File: src/rtl/snn_pkg.sv
// Shared constants for the SNN weight store: network geometry, SRAM
// address/data widths and bank-select encodings.
package snn_pkg;

  localparam int NUM_PIXELS        = 196;
  localparam int OUTPUTS           = 10;
  localparam int HALF_PIXELS       = NUM_PIXELS >> 1;
  localparam int ADDR_W            = 10;
  localparam int DATA_W            = 8;
  localparam int PIX_W             = 8;
  localparam int OUT_W             = 4;
  localparam int HOST_MAX_WAIT_DEF = 4;

  localparam logic BANK0 = 1'b0;
  localparam logic BANK1 = 1'b1;

endpackage

File: src/rtl/snn_weight_addr_map.sv
// Maps an engine (pixel, output) pair onto a weight bank and a bank-local
// address. Pixels below HALF_PIXELS live in bank 0, the rest in bank 1,
// each stored as OUTPUTS consecutive weights per pixel.
module snn_weight_addr_map
  import snn_pkg::*;
(
  input  logic [PIX_W-1:0]  pixel,
  input  logic [OUT_W-1:0]  out_idx,
  output logic              bank,
  output logic [ADDR_W-1:0] loc_addr,
  output logic              err
);

  localparam logic [PIX_W-1:0]  HALF_C = PIX_W'(HALF_PIXELS);
  localparam logic [PIX_W-1:0]  NPIX_C = PIX_W'(NUM_PIXELS);
  localparam logic [OUT_W-1:0]  NOUT_C = OUT_W'(OUTPUTS);
  localparam logic [ADDR_W-1:0] MUL_C  = ADDR_W'(OUTPUTS);

  logic [PIX_W-1:0] rel_pixel;

  // Bank select, bank-relative pixel and 10-bit local address.
  always_comb begin
    bank      = (pixel >= HALF_C) ? BANK1 : BANK0;
    rel_pixel = (bank == BANK1) ? (pixel - HALF_C) : pixel;
    loc_addr  = ADDR_W'(rel_pixel) * MUL_C + ADDR_W'(out_idx);
    err       = (pixel >= NPIX_C) || (out_idx >= NOUT_C);
  end

endmodule

File: src/rtl/snn_weight_arbiter.sv
// Arbitrates the two single-port weight SRAM banks between the host write
// path and the engine read path. Engine wins same-bank conflicts unless the
// host has been starved long enough to earn a one-shot boost. Read data
// returns exactly one cycle after the engine request is accepted.
module snn_weight_arbiter
  import snn_pkg::*;
#(
  parameter int HOST_MAX_WAIT = HOST_MAX_WAIT_DEF
) (
  input  logic              wb_clk_i,
  input  logic              wb_rst_i,
  input  logic              host_wr_valid,
  output logic              host_wr_ready,
  input  logic              host_wr_bank,
  input  logic [ADDR_W-1:0] host_wr_addr,
  input  logic [DATA_W-1:0] host_wr_data,
  input  logic              eng_req_valid,
  output logic              eng_req_ready,
  input  logic [PIX_W-1:0]  eng_req_pixel,
  input  logic [OUT_W-1:0]  eng_req_output,
  output logic              eng_rsp_valid,
  output logic [DATA_W-1:0] eng_rsp_data,
  output logic              eng_rsp_err,
  output logic [1:0]        bank_csb,
  output logic [1:0]        bank_web,
  output logic [ADDR_W-1:0] bank_addr0,
  output logic [ADDR_W-1:0] bank_addr1,
  output logic [DATA_W-1:0] bank_din,
  input  logic [DATA_W-1:0] bank0_dout,
  input  logic [DATA_W-1:0] bank1_dout
);

  localparam int                WAIT_W   = $clog2(HOST_MAX_WAIT + 1);
  localparam logic [WAIT_W-1:0] WAIT_MAX = WAIT_W'(HOST_MAX_WAIT);

  logic              map_bank;
  logic [ADDR_W-1:0] map_addr;
  logic              map_err;
  logic              conflict;
  logic              host_gnt;
  logic              eng_gnt;
  logic [WAIT_W-1:0] wait_cnt_q, wait_cnt_d, wait_inc;
  logic              boost_q, boost_d;
  logic              rsp_pending_q, rsp_pending_d;
  logic              rsp_bank_q, rsp_bank_d;
  logic              rsp_err_q, rsp_err_d;

  snn_weight_addr_map u_addr_map (
    .pixel    (eng_req_pixel),
    .out_idx  (eng_req_output),
    .bank     (map_bank),
    .loc_addr (map_addr),
    .err      (map_err)
  );

  // Grant decision: out-of-range engine requests never touch a bank, so
  // they cannot conflict with the host.
  always_comb begin
    conflict = 1'b0;
    host_gnt = 1'b0;
    eng_gnt  = 1'b0;
    if (!wb_rst_i) begin
      conflict = host_wr_valid && eng_req_valid && !map_err &&
                 (host_wr_bank == map_bank);
      host_gnt = host_wr_valid && (!conflict || boost_q);
      eng_gnt  = eng_req_valid && (!conflict || !boost_q);
    end
  end

  assign host_wr_ready = host_gnt;
  assign eng_req_ready = eng_gnt;

  // SRAM control lines driven straight from the grants; macros sample them
  // on the next clock edge.
  always_comb begin
    bank_csb   = 2'b11;
    bank_web   = 2'b11;
    bank_addr0 = '0;
    bank_addr1 = '0;
    bank_din   = '0;
    if (host_gnt) begin
      bank_csb[host_wr_bank] = 1'b0;
      bank_web[host_wr_bank] = 1'b0;
      bank_din               = host_wr_data;
      if (host_wr_bank == BANK1) bank_addr1 = host_wr_addr;
      else                       bank_addr0 = host_wr_addr;
    end
    if (eng_gnt && !map_err) begin
      bank_csb[map_bank] = 1'b0;
      if (map_bank == BANK1) bank_addr1 = map_addr;
      else                   bank_addr0 = map_addr;
    end
  end

  // Host starvation counter: counts lost conflicts, holds while the host is
  // idle, and arms the boost once the limit is reached.
  always_comb begin
    wait_inc   = wait_cnt_q + WAIT_W'(1);
    wait_cnt_d = wait_cnt_q;
    boost_d    = boost_q;
    if (host_gnt) begin
      wait_cnt_d = '0;
      boost_d    = 1'b0;
    end else if (conflict && !boost_q) begin
      if (wait_cnt_q != WAIT_MAX) wait_cnt_d = wait_inc;
      if (wait_inc == WAIT_MAX)   boost_d    = 1'b1;
    end
  end

  // Response tracking for the request accepted this cycle.
  always_comb begin
    rsp_pending_d = eng_gnt;
    rsp_bank_d    = map_bank;
    rsp_err_d     = map_err;
  end

  // State registers with synchronous reset.
  always_ff @(posedge wb_clk_i) begin
    if (wb_rst_i) begin
      wait_cnt_q    <= '0;
      boost_q       <= 1'b0;
      rsp_pending_q <= 1'b0;
      rsp_bank_q    <= 1'b0;
      rsp_err_q     <= 1'b0;
    end else begin
      wait_cnt_q    <= wait_cnt_d;
      boost_q       <= boost_d;
      rsp_pending_q <= rsp_pending_d;
      rsp_bank_q    <= rsp_bank_d;
      rsp_err_q     <= rsp_err_d;
    end
  end

  assign eng_rsp_valid = rsp_pending_q;
  assign eng_rsp_err   = rsp_pending_q && rsp_err_q;
  assign eng_rsp_data  = (rsp_pending_q && !rsp_err_q) ?
                         ((rsp_bank_q == BANK1) ? bank1_dout : bank0_dout) : '0;

endmodule

File: config.mk
export PLATFORM = sky130hd
export DESIGN_NAME = snn_weight_arbiter
export DESIGN_NICKNAME = d
export VERILOG_FILES = /design/src/rtl/snn_pkg.sv /design/src/rtl/snn_weight_addr_map.sv /design/src/rtl/snn_weight_arbiter.sv
export SDC_FILE = /design/constraint.sdc
export NUM_CORES = 1
export LEC_CHECK = 0
export ABC_AREA = 1
export CAP_MARGIN = 10
export CORE_UTILIZATION = 37
export CTS_BUF_LIST = sky130_fd_sc_hd__clkbuf_4 sky130_fd_sc_hd__clkbuf_8
export DETAILED_ROUTE_END_ITERATION = 8
export PLACE_DENSITY = 0.86
export SLEW_MARGIN = 5
export SYNTH_ARGS = -nofsm -noshare
export SYNTH_HDL_FRONTEND = slang
export SYNTH_SLANG_ARGS = --single-unit
File: constraint.sdc
create_clock -name wb_clk_i -period 3.8 [get_ports wb_clk_i]
set_input_delay 0.57 -clock wb_clk_i [delete_from_list [all_inputs] [get_ports wb_clk_i]]
set_output_delay 0.57 -clock wb_clk_i [all_outputs]
set_load 0.05 [all_outputs]
# [Word-level counts from Yosys, hierarchy flattened]
# Cells that the tools add are included.
[totals] reg_bits=7 word_cells=65
[op_classes] reduce_logical=21 n_mux=22 addsub=3 bitwise=3 mul=1 n_eq_ne=3 magnitude_cmp=7
[op_table] operator="two-way mux 10 bit" count=8
[op_table] operator="two-way mux 8 bit" count=4
[op_table] operator="logical AND 1 bit" count=11
[op_table] operator="adder 10 x 4 -> 10 bit" count=1
[op_table] operator="multiplier 8 x 3 -> 9 bit (second input constant)" count=1
[op_table] operator=">= comparator 8 x 7 -> 1 bit (second input constant)" count=1
[op_table] operator=">= comparator 8 bit (second input constant)" count=1
[op_table] operator="subtractor 8 x 7 -> 8 bit (second input constant)" count=1
[op_table] operator="two-way mux 1 bit" count=6
[op_table] operator=">= comparator 4 bit (second input constant)" count=1
[op_table] operator="logical NOT 1 bit" count=4
[op_table] operator="less-than comparator 1 x 2 -> 1 bit (second input constant)" count=2
[op_table] operator="two-way mux 2 bit" count=2
[op_table] operator="inverter 2 bit" count=2
[op_table] operator="AND reduction 2 bit" count=2
[op_table] operator="adder 3 x 1 -> 3 bit (second input constant)" count=1
[op_table] operator="equality test 3 bit (second input constant)" count=1
[op_table] operator="logical OR 1 bit" count=3
[op_table] operator="inequality test 3 bit (second input constant)" count=1
[op_table] operator="bitwise AND 2 bit" count=1
[op_table] operator="demux 1 bit (select 1 bit)" count=2
[op_table] operator=">= comparator 1 bit (second input constant)" count=2
[op_table] operator="OR reduction 2 bit" count=1
[op_table] operator="equality test 1 bit" count=1

# [Longest topological paths before layout]
# Gate-level depths: netlist of the first run.
[logic_depth] word_depth=12 ltp_mapped=23 mapped_depth_nobuf=23

# [Modules after synthesis]
# A second synthesis of the first run with hierarchy kept.
[unflattened] hier_cells=301 hier_area_um2=1744.2
[modules_own_cells] module="snn_weight_arbiter" cells_per_inst=168 instances=1 area_each_um2=887.1 seq_area_each_um2=140.1
[modules_own_cells] module="snn_weight_addr_map" cells_per_inst=133 instances=1 area_each_um2=857.1 seq_area_each_um2=0.0

# [Worst setup path before layout of the first run]
# Ideal clock, no wire load.
[synth_path] kind="input to output" from="input eng_req_pixel[2]" to="output bank_addr1[9]" cell_stages=21 path_slack_ns=-0.565 required_ns=3.230 arrival_ns=3.795 cell_sequence="inv_1 > ha_1 > nand2_1 > nand2_1 > nand2_4 > nand2_8 > nand2_1 > xor2_1 > inv_1 > ha_1 > ha_1 > fa_1 > xor2_1 > nand3_1 > nor2_1 > nand3_1 > nand2_1 > inv_1 > nand2_1 > nand2_1 > a21oi_1"
[synth_via] elab_chain_len=12
[synth_lines] element="start: declaration" line_no="snn_weight_arbiter.sv:19" text="input logic [PIX_W-1:0] eng_req_pixel,"
[synth_lines] element="branches (longest 11 deep; another with adder 10 x 4 -> 10 bit)"
[synth_lines] element="two-way mux 10 bit (*)" line_no="snn_weight_arbiter.sv:88" text="if (eng_gnt && !map_err) begin"
[synth_lines] element="end: declaration" line_no="snn_weight_arbiter.sv:27" text="output logic [ADDR_W-1:0] bank_addr1,"
# Mark *: on every way between the ends.

# [Worst setup path in the final report of the first run]
# Ends and elaborated chain as after synthesis.

==> reports/metrics.csv, run 1 <==
stage,metric,value,unit
finish,area grow syn2layout,105,%
floorplan,effective utilization at floorplan,39.8,%
sta,Final Setup Violations,8,
flow_run,max-cap check violation count,0,
global_route,number of antenna violations at the first check in global routing,0,
power,Peak VDD IR,0.248,mV
yosys,post-synthesis net count,367,
yosys,synthesized area,1780,µm²
finish,Non-Filler Instances,486,
route,via-per-instance ratio,5.19,
finish,multi-input logic area,1660,µm²
global_route,number of global-route vias before repair,2523,
placed_design,placer congestion estimate,0.854,
finish,most frequent cells in the layout,"74 x sky130_fd_sc_hd__nand2_1, 56 x sky130_fd_sc_hd__inv_1, 53 x sky130_fd_sc_hd__clkdlybuf4s50_1, 53 x sky130_fd_sc_hd__buf_4, 22 x sky130_fd_sc_hd__buf_12",
sta,number of max-slew violations in the final report,0,
yosys,yosys warns,0,
worst_setup_path,series of cell instances along the critical path,"buf_8, inv_6, ha_4, nand2_2, nand2_2, nand2_4, buf_4, o21ai_0, o21ai_1, ha_1, buf_4, ha_1, nand3_1, nand2_1, nand2_1, nand2_2, nor2_4, nand3_2, nand2_2, inv_2, nand2_2, nand2_2, a21oi_4, buf_12",
route,uppermost routed layer,met4,
cts,maximum number of buffers from clock root to sink,2,
worst_setup_path,critical path's most frequent cell,sky130_fd_sc_hd__nand2_2,
sta,final-report hold violation count,0,
worst_setup_path,CP max-delay cell,sky130_fd_sc_hd__ha_1,
route,DR DRC count,10,
route,ANT nets after route,0,
global_route,grt total ovfl,0,
worst_setup_path,buffering stage count on the worst path with inverters included,6,
global_route,overall global routing resource usage,27.2,%
worst_setup_path,depth of the worst register-to-register path,6,
worst_setup_path,endpoint of the most critical register-to-register path,wait_cnt_q[0],
placed_design,placed wire-length estimate after detailed placement,5320,µm
sta,Worst Hold Margin,501,ps
yosys,sequential fraction of the synthesis area,7.88,%
floorplan,area of the placeable core,4470,µm²
worst_setup_path,top cell family by delay on the critical path,simple AND/OR/NAND/NOR gates,
placed_design,count of input and output buffers,94,
route,amount of wire on met3 after detailed routing,517,µm
global_route,pin count of the biggest net entering global routing,15,
sta,fmax,0.244,GHz
cts,H-tree lvl count,1,
sta,Final Skew,1.96,ps
cts,insertion delay to the later sink of the worst-skew pair,230,ps
finish,number of antenna diodes,0,
floorplan,die boundary height,71.3,µm
sta,setup repair after global routing missed its margin,true,
cts,Root Driver,sky130_fd_sc_hd__clkbuf_8,
worst_setup_path,crit path max fanout,3,
sta,fin crit share,108,%
worst_setup_path,worst flop-to-flop path startpoint,boost_q,
sta,final critical path time including I/O delays and setup,4090,ps
outcome,run status,finished with violations,
floorplan,width of the die,71.3,µm
cts,CTS hold repair buffers,0,
cts,cts bufs inserted,3,
worst_setup_path,worst-case register-to-register setup slack,2580,ps
yosys,Post-Synthesis Cells,295,
route,Initial DRT Pass Iterations,8,
finish,share of post-route cells with drive strength above 1,36.2,%
worst_setup_path,start point of the critical path,eng_req_pixel[2],
worst_setup_path,data arrival at the endpoint of the critical path,3520,ps
cts,Sink Count,7,
placed_design,number of placed cells counting well taps,474,
worst_setup_path,Worst setup EP type,output pin,
route,Met2 Routed Length,4020,µm
sta,Setup WS post-layout,-292,ps
route,DR iter-0 viols,196,
sta,Rel. slew slack,66.3,%
worst_setup_path,number of cells on the critical path,24,
finish,number of nets in the finished design,507,
sta,actual slew at the worst max-slew pin,504,ps
hold_path,HP Start,wait_cnt_q[2],
cts,TritonCTS clock tree,done,
cts,clock input transition at the sequential cells of the worst setup and hold paths,40,ps
floorplan,IO Count,95,
power,Static Leak,0.00181,µW
yosys,unique cell type count in the Yosys netlist,32,
route,total via count after detailed routing,2522,
worst_setup_path,peak per-stage delay on the critical path,340,ps
hold_path,Hold WC Path Type,flop to flop,
route,length of routed wiring on met1,2580,µm
finish,"most common cell after layout, fill and taps aside",sky130_fd_sc_hd__nand2_1,
finish,filler cell count in the final layout,281,
worst_setup_path,CP Class,input port to output pin,
route,Detailed Route WL,7310,µm
floorplan,die area,5090,µm²
yosys,register bit total from synthesis,7,
worst_setup_path,Required @ worst endpoint,3230,ps
worst_setup_path,crit start category,input port,
global_route,first-pass GRT wire length,11100,µm
route,average wire per standard cell,15.0,µm
worst_setup_path,Worst setup endpoint,bank_addr1[9],
finish,Register Area,140,µm²
outcome,violations in the final reports,"DRC, setup timing",
floorplan,std cell rows,24,
yosys,syn_area_per_cell,6.03,µm²
power,power per cell area,283,nW/µm²
-- metal layers --
layer / vias to the layer above / track usage (%)
li1: 1211 / -
met1: 1165 / 27.5
met5: - / 0
met4: 0 / 13.1
met3: 22 / 6.61
met2: 124 / 52.1
-- power by group --
| part | total (µW) | switching, µW | internal [µW] |
|---|---|---|---|
| registers | 78.9 | 2.74 | 76.1 |
| clock network | 112 | 32.3 | 79.7 |
| logic | 839 | 453 | 387 |
| total | 1030 | 488 | 542 |
-- state kept, by name, summed over array words and instances, names as in the netlist --
| name | flops |
|---|---|
| wait_cnt_q | 3 |
| boost_q | 1 |
| eng_rsp_valid | 1 |
| rsp_bank_q | 1 |
| rsp_err_q | 1 |
-- synthesized netlist by cell type --
cell type	instances	share of area, %
sky130_fd_sc_hd__a21o_1	1	0.42
sky130_fd_sc_hd__a21oi_1	23	6.5
sky130_fd_sc_hd__buf_2	1	0.28
sky130_fd_sc_hd__buf_4	1	0.42
sky130_fd_sc_hd__buf_6	2	1.3
sky130_fd_sc_hd__clkbuf_1	1	0.21
sky130_fd_sc_hd__clkinv_2	1	0.28
sky130_fd_sc_hd__dfxtp_1	7	7.9
sky130_fd_sc_hd__fa_1	2	2.3
sky130_fd_sc_hd__ha_1	19	13
sky130_fd_sc_hd__inv_1	59	12
sky130_fd_sc_hd__inv_2	2	0.42
sky130_fd_sc_hd__inv_4	1	0.35
sky130_fd_sc_hd__nand2_1	87	18
sky130_fd_sc_hd__nand2_2	3	1.1
sky130_fd_sc_hd__nand2_4	4	2.5
sky130_fd_sc_hd__nand2_8	1	1.1
sky130_fd_sc_hd__nand3_1	15	4.2
sky130_fd_sc_hd__nand3_2	1	0.56
sky130_fd_sc_hd__nand3_4	2	2.0
sky130_fd_sc_hd__nand3b_1	1	0.42
sky130_fd_sc_hd__nand4_1	7	2.5
sky130_fd_sc_hd__nand4_2	1	0.70
sky130_fd_sc_hd__nand4_4	3	3.6
sky130_fd_sc_hd__nor2_1	19	4.0
sky130_fd_sc_hd__nor2_2	1	0.35
sky130_fd_sc_hd__nor2_4	2	1.3
sky130_fd_sc_hd__o211ai_1	1	0.42
sky130_fd_sc_hd__o21ai_0	4	1.1
sky130_fd_sc_hd__o22ai_1	11	3.9
sky130_fd_sc_hd__xnor2_1	4	2.0
sky130_fd_sc_hd__xor2_1	8	3.9
-- timing repair --
| action | 4_1_cts | 5_1_grt |
|---|---|---|
| setup endpoints to repair | 14 | 12 |
| pin swaps | 28 | 31 |
| setup buffers | 6 | 4 |
| resized for setup | 49 | 36 |
-- how the worst min path moves through the flow --
stage	endpoint	slack (ps)	depth (start not counted)
2_1_floorplan	wait_cnt_q[2]	460	2
3_3_place_gp	wait_cnt_q[2]	480	2
3_5_place_dp	wait_cnt_q[2]	490	2
4_1_cts	wait_cnt_q[2]	500	2
5_1_grt	wait_cnt_q[1]	530	2
6_report	wait_cnt_q[2]	500	2
-- final cells by class --
cell class | instances | share of cell area [%]
well taps | 52 | 1.79
repair buffers | 140 | 40.5
flip-flops and latches | 7 | 3.85
inverters | 63 | 6.84
multi-input cells | 220 | 45.7
clock buffers | 4 | 1.34
-- logic make-up (layout without fill, tap and decap cells) --
kind of cell               Yosys count  in the layout  share of synthesized area (%)
AOI/OAI and AO/OA                   40             40                           12.3
and+or+nand+nor                    147            147                           42.6
adders and majority gates           21             21                           15.6
xor gates and xnor gates            12             12                           5.91
buffers and inverters               68            207                           15.7
DFF                                  7              7                           7.88
-- tightest hold or removal path: stages (launching register included) --
cell	delay, ps
sky130_fd_sc_hd__dfxtp_1	320
sky130_fd_sc_hd__nand2_1	70
sky130_fd_sc_hd__a21oi_1	50
-- metrics by stage --
step	setup slack (ps)	cell area [µm²]	util (%)	setup TNS [ps]	total power, µW
after global placement	-555	3290	73.6	-4910	711
final	-292	3640	81.4	-1500	1030
after CTS	-247	3490	78.0	-1530	927
after floorplan	-108	1850	-	-108	437
after detailed placement	-755	3290	73.6	-6550	735
after global routing	-407	3640	81.4	-2500	1090
Note: power is estimated with default switching activity, not from simulation.
==> run 2, diff against run 1 <==
--- a/config.mk
+++ b/config.mk
@@ -11,5 +11,5 @@
 export CTS_BUF_LIST = sky130_fd_sc_hd__clkbuf_4 sky130_fd_sc_hd__clkbuf_8
 export DETAILED_ROUTE_END_ITERATION = 8
-export PLACE_DENSITY = 0.86
+export PLACE_DENSITY = 0.79
 export SLEW_MARGIN = 5
 export SYNTH_ARGS = -nofsm -noshare
==> constraint.sdc (replaced) <==
create_clock -name wb_clk_i -period 3.8 [get_ports wb_clk_i]
set_input_delay 0.57 -clock wb_clk_i [delete_from_list [all_inputs] [get_ports wb_clk_i]]
set_output_delay 0.57 -clock wb_clk_i [all_outputs]
set_load 0.005 [all_outputs]
==> reports/metrics.csv, run 2 (synthesis gave the netlist of run 1 again) <==
stage,metric,value,unit,change
outcome,run status,finished with violations,,
outcome,violations in the final reports,"DRC, setup timing",,
global_route,overall global routing resource usage,26.5,%,-0.72 points
worst_setup_path,series of cell instances along the critical path,"buf_8, buf_6, nor2_4, nand2_2, nand3_4, nand2_8, nand2_2, xor2_1, inv_1, ha_4, ha_4, fa_2, xor2_2, buf_4, nand3_4, nor2_4, xor2_2, buf_4, nor2_2, a21oi_2, buf_2",,
worst_setup_path,worst flop-to-flop path startpoint,boost_q,,
cts,Sink Count,7,,unchanged
global_route,pin count of the biggest net entering global routing,15,,unchanged
hold_path,HP Start,wait_cnt_q[2],,
floorplan,die boundary height,71.3,µm,unchanged
worst_setup_path,Worst setup EP type,output pin,,
finish,"most common cell after layout, fill and taps aside",sky130_fd_sc_hd__clkdlybuf4s50_1,,
sta,setup repair after global routing missed its margin,true,,
floorplan,die area,5090,µm²,unchanged
cts,clock input transition at the sequential cells of the worst setup and hold paths,40,ps,about the same
placed_design,count of input and output buffers,94,,unchanged
sta,final critical path time including I/O delays and setup,3970,ps,-121 ps
global_route,grt total ovfl,0,,unchanged
finish,area grow syn2layout,97.3,%,
floorplan,std cell rows,24,,unchanged
power,Peak VDD IR,0.232,mV,-6.6%
route,DR DRC count,10,,unchanged
finish,number of nets in the finished design,514,,+1.4%
route,Initial DRT Pass Iterations,7,,-1
finish,multi-input logic area,1700,µm²,+2.3%
power,Static Leak,0.00178,µW,-1.8%
sta,final-report hold violation count,0,,unchanged
cts,maximum number of buffers from clock root to sink,2,,unchanged
power,power per cell area,278,nW/µm²,-1.7%
worst_setup_path,buffering stage count on the worst path with inverters included,6,,unchanged
finish,finished layout cell area,3510,µm²,-3.6%
cts,insertion delay to the later sink of the worst-skew pair,230,ps,about the same
worst_setup_path,Required @ worst endpoint,3230,ps,about the same
sta,fin crit share,104,%,-3.2 points
sta,number of max-slew violations in the final report,0,,unchanged
worst_setup_path,CP Class,input port to output pin,,
worst_setup_path,crit start category,input port,,
cts,cts bufs inserted,3,,unchanged
placed_design,placed wire-length estimate after detailed placement,4840,µm,-9.0%
sta,Final Skew,1.61,ps,-0.351 ps
floorplan,IO Count,95,,unchanged
route,total via count after detailed routing,2520,,-0.079%
worst_setup_path,crit path max fanout,3,,unchanged
sta,Final Setup Violations,4,,-4
route,average wire per standard cell,14.9,µm,-0.93%
cts,H-tree lvl count,1,,unchanged
worst_setup_path,top cell family by delay on the critical path,adder cells,,
placed_design,number of placed cells counting well taps,475,,+0.21%
hold_path,Hold WC Path Type,flop to flop,,
global_route,number of global-route vias before repair,2465,,-2.3%
sta,fmax,0.252,GHz,+3.0%
route,via-per-instance ratio,5.11,,-1.5%
route,Detailed Route WL,7350,µm,+0.49%
finish,number of antenna diodes,0,,unchanged
cts,TritonCTS clock tree,done,,
sta,actual slew at the worst max-slew pin,361,ps,-143 ps
cts,Root Driver,sky130_fd_sc_hd__clkbuf_8,,
finish,Register Area,140,µm²,unchanged
finish,filler cell count in the final layout,313,,+11%
global_route,first-pass GRT wire length,10800,µm,-3.3%
finish,most frequent cells in the layout,"72 x sky130_fd_sc_hd__clkdlybuf4s50_1, 69 x sky130_fd_sc_hd__nand2_1, 56 x sky130_fd_sc_hd__inv_1, 48 x sky130_fd_sc_hd__buf_4, 21 x sky130_fd_sc_hd__nand2_2",,
sta,Rel. slew slack,75.8,%,+9.5 points
worst_setup_path,data arrival at the endpoint of the critical path,3400,ps,-120 ps
cts,CTS hold repair buffers,0,,unchanged
global_route,number of antenna violations at the first check in global routing,0,,unchanged
placed_design,placed cell areas,3050,µm²,-7.3%
sta,Setup WS post-layout,-171,ps,+121 ps
flow_run,max-cap check violation count,0,,unchanged
finish,largest register by flop count,wait_cnt_q,,
sta,sum of negative setup slack,-578,ps,+921 ps
worst_setup_path,peak per-stage delay on the critical path,390,ps,+50 ps
finish,share of post-route cells with drive strength above 1,34.9,%,-1.3 points
finish,Non-Filler Instances,493,,+1.4%
finish,Largest register FFs,3,,unchanged
route,ANT nets after route,0,,unchanged
placed_design,placer congestion estimate,0.804,,-5.9%
floorplan,width of the die,71.3,µm,unchanged
floorplan,area of the placeable core,4470,µm²,unchanged
route,DR iter-0 viols,179,,-8.7%
floorplan,effective utilization at floorplan,39.8,%,unchanged
worst_setup_path,CP max-delay cell,sky130_fd_sc_hd__fa_2,,
worst_setup_path,start point of the critical path,eng_req_pixel[2],,
-- run 2: final timing paths --
check             endpoint  slack (ps)  cells past startpoint
max          bank_addr1[8]        -170                     21
min          wait_cnt_q[2]         500                      2
max reg2reg  wait_cnt_q[1]        2570                      7
min reg2reg  wait_cnt_q[2]         500                      2
-- run 2: where the power goes --
part	switching (µW)	total (µW)	internal, µW	leakage (µW)
Sequential	2.74	78.9	76.1	0.0000572
Clock	33.8	114	79.8	0.0000262
Combinational	376	784	407	0.00170
-- run 2: final cells by class --
| cell class | count | area share, % |
|---|---|---|
| multi-input combinational | 220 | 48.5 |
| tap | 52 | 1.85 |
| clock buffer | 4 | 1.39 |
| timing repair buffer | 147 | 37.3 |
| inverter | 63 | 6.95 |
| sequential | 7 | 3.99 |
-- run 2: what timing repair did --
item | in CTS | in global routing
buffers inserted | 8 | 8
hold endpoints to repair | 0 | 0
pin swaps | 28 | 37
setup endpoints to repair | 14 | 13
resized for setup | 97 | 53
-- run 2: routing by layer --
metal / global-route usage (%) / wire length, µm / vias up / part of all wire [%]
li1: - / - / 1222 / -
met1: 27.2 / 2600 / 1135 / 35
met2: 51.4 / 3870 / 127 / 53
met3: 5.63 / 566 / 36 / 7.7
met4: 11.3 / 320 / 0 / 4.4
met5: 0 / 0 / - / 0
-- run 2: through the flow --
stage	util [%]	hold slack, ps	worst slack (ps)	power (µW)
finish	78.4	497	-171	976
global route	78.4	530	-345	1030
CTS	74.7	494	-68.9	811
detailed placement	68.2	489	-1100	582
global placement	68.2	479	-946	569
floorplan	-	465	60.8	335
-- run 2: worst min-delay path, stage by stage, from the launching register on --
cell	delay, ps
sky130_fd_sc_hd__dfxtp_1	320
sky130_fd_sc_hd__nand2_1	70
sky130_fd_sc_hd__a21oi_1	50
==> patch: new RTL, config.mk and constraints of run 2 <==
The package constant `PIX_W` goes from 8 to 9.
--- a/src/rtl/snn_pkg.sv
+++ b/src/rtl/snn_pkg.sv
@@ -9,3 +9,3 @@
   localparam int DATA_W            = 8;
-  localparam int PIX_W             = 8;
+  localparam int PIX_W             = 9;
   localparam int OUT_W             = 4;
Ports: changed (resized eng_req_pixel); port bits go from 95 to 96. No check against the original RTL was run, so the function may have changed too.
==> patch against run 2 <==
- the run ends with negative setup slack left
- sequential cell count did not move
- area after synthesis shrank 3.6%
- utilization rose by 0.42 points
- via count decreased by 2.8%
- die area decreased by 3.5%
- worst setup slack got worse by 170 ps
- total power decreased by 12%
- wire length down 3.8%
- cell area fell by 0.82%
- synthesized cell count decreased by 1.0%
- highest routed layer unchanged
==> patch: results (changes against run 2) <==
The number of DRC markers in iteration 0 was 109 (-39%). HPWL after detailed placement: 4583 um (-5.3%). Ranked by instance count, the synthesized netlist is headed by sky130_fd_sc_hd__nand2_1, sky130_fd_sc_hd__inv_1, sky130_fd_sc_hd__nor2_1. The complex-gate fraction of the synthesized area is 6.273% (-6.0 points).

The ratio of cells with drive above 1 in the final layout works out to 33.33% (-1.6 points). The register containing the most flip-flops in the final layout was wait_cnt_q. Maximum fanout count along the critical path: 6 (+3). The routed wire length per instance is 14.17 um (-5.0%). The count of distinct cell types in the synthesized netlist was 27 (-16%). The weighted congestion at the end of routability-driven global placement came out at 0.7974 (-0.77%).

The tools report the sequential-to-total area share from yosys stat as 8.169% (+0.29 points). The via count of the first global-routing pass was 2,285 (-7.3%); the largest clock skew in the final design was 5.234 ps (+3.626 ps). The tools report the number of nets produced by synthesis as 365 (-0.54%). The run gives -1043 ps (+58.53 ps) as the pre-CTS setup slack.

The flow ran to the end, but the final reports show violations. The class of the tightest hold or removal check is flop to flop. The final reports fail on negative setup slack.

Grouping stages by cell kind, the critical path spends the most delay in simple AND/OR/NAND/NOR gates. The number of I/O port buffers came out at 95 (+1.1%). The maximum cell stage delay along the critical path was 410 ps (+20 ps). The wire length of the first global-routing pass was 10,050 um (-6.7%); the number of iterations in the first detailed-routing pass was 4 (-3). For the pin count of the biggest net entering global routing, the log shows 11 (-4).

The tools report the setup violation total in the final timing report as 8 (+4). The run gives 3570 ps (+170 ps) as the arrival time at the worst endpoint. The number of flip-flops in the largest register is 3 (unchanged). For the leakage power, the log shows 1.753 nW (-1.6%).

Yosys attributes the largest share of cell area to sky130_fd_sc_hd__nand2_1, sky130_fd_sc_hd__ha_1, sky130_fd_sc_hd__inv_1. The share of synthesized cell area in full adder, half adder and majority cells was 16.19% (+0.58 points); the insertion delay to the later sink of the worst-skew pair was 230 ps (about the same). The global router's overall resource usage was 24.75% (-1.8 points); the cell area after placement was 3012 um^2 (-1.3%). The logs give 521 (+1.4%) for the net count of the finished layout and -336.6 ps (-165.7 ps) for the final worst setup slack. The worst supply voltage drop on vdd is 152.2 uV (-34%).

The proportion of register bits with asynchronous set or reset after synthesis works out to 0% (unchanged). Slew of the pin with the lowest slew margin: 332.9 ps (-28.26 ps). Via density per instance: 4.908 (-4.0%).
-- patch: changes by cell type after synthesis, sizes merged, moves of 2 or more --
cell          run 2  this run
o22ai            11         0
buf               4         1
inv              62        47
a21oi            23        16
nand2            95       121
xor2              8        12
xnor2             4         2
nor2             22        28
nand3            18        24
nand4            11         5
-- patch: cells by family (layout without fill, tap and decap cells) --
logic type / count (synthesis) / after routing
and+or+nand+nor: 180 / 180
buffers and inverters: 49 / 204
adders and majority gates: 21 / 21
AOI/OAI and AO/OA: 21 / 21
xor gates and xnor gates: 14 / 14
DFF: 7 / 7
-- patch: through the flow --
step                TNS, ps  cells  hold WS [ps]  power, mW
floorplan                 0    292         462.1     0.2975
global placement     -10380    475         478.7     0.5069
detailed placement   -11480    475         486.6     0.5175
CTS                  -671.0    494         491.2     0.7287
global route          -2510    499         527.0     0.9112
finish                -1185    499         493.0     0.8574
-- patch: layer usage --
layer / global-route usage [%] / vias to the layer above / wire length (um) / share of wire, %
met3: 4.618 / 21 / 398 / 5.6
met1: 28.00 / 1109 / 2612 / 37
li1: - / 1206 / - / -
met4: 5.556 / 0 / 216 / 3.1
met5: 0 / - / 0 / 0
met2: 47.33 / 113 / 3843 / 54
-- patch: path summary, 6_finish.rpt --
check	from	end	slack, ps	depth (start not counted)
max	eng_req_pixel[2]	bank_addr1[9]	-340	24
min	wait_cnt_q[2]$_SDFFE_PP0P_	wait_cnt_q[2]$_SDFFE_PP0P_	490	2
max reg2reg	boost_q$_SDFFE_PP0P_	wait_cnt_q[2]$_SDFFE_PP0P_	2630	6
min reg2reg	wait_cnt_q[2]$_SDFFE_PP0P_	wait_cnt_q[2]$_SDFFE_PP0P_	490	2
-- patch: repair_timing --
action | CTS | global route
resized for setup | 93 | 44
pin swaps | 31 | 23
cloned | 0 | 0
buffers inserted | 18 | 6
endpoints found under the setup margin | 16 | 14
-- patch: power breakdown --
part           switching (mW)  total [mW]  leakage [nW]  internal [mW]
clock network          0.0331       0.113        0.0262         0.0798
logic                   0.320       0.666          1.67          0.346
registers             0.00262      0.0786        0.0574         0.0760
-- patch: worst register-to-register path, cell delays in order (launching register included) --
cell and delay, ps:
sky130_fd_sc_hd__dfxtp_1 320, sky130_fd_sc_hd__inv_1 130, sky130_fd_sc_hd__nand4_4 190, sky130_fd_sc_hd__nor2_4 180
sky130_fd_sc_hd__nand2_1 110, sky130_fd_sc_hd__nand2_1 70, sky130_fd_sc_hd__a21oi_1 60
-- patch: area by class of cell --
cell class	count	area (um^2)
Clock buffer	4	48.80
Fill cell	297	933.4
Inverter	47	191.4
Multi-Input combinational cell	236	1670
Sequential cell	7	140.1
Tap cell	52	65.06
Timing Repair Buffer	153	1365
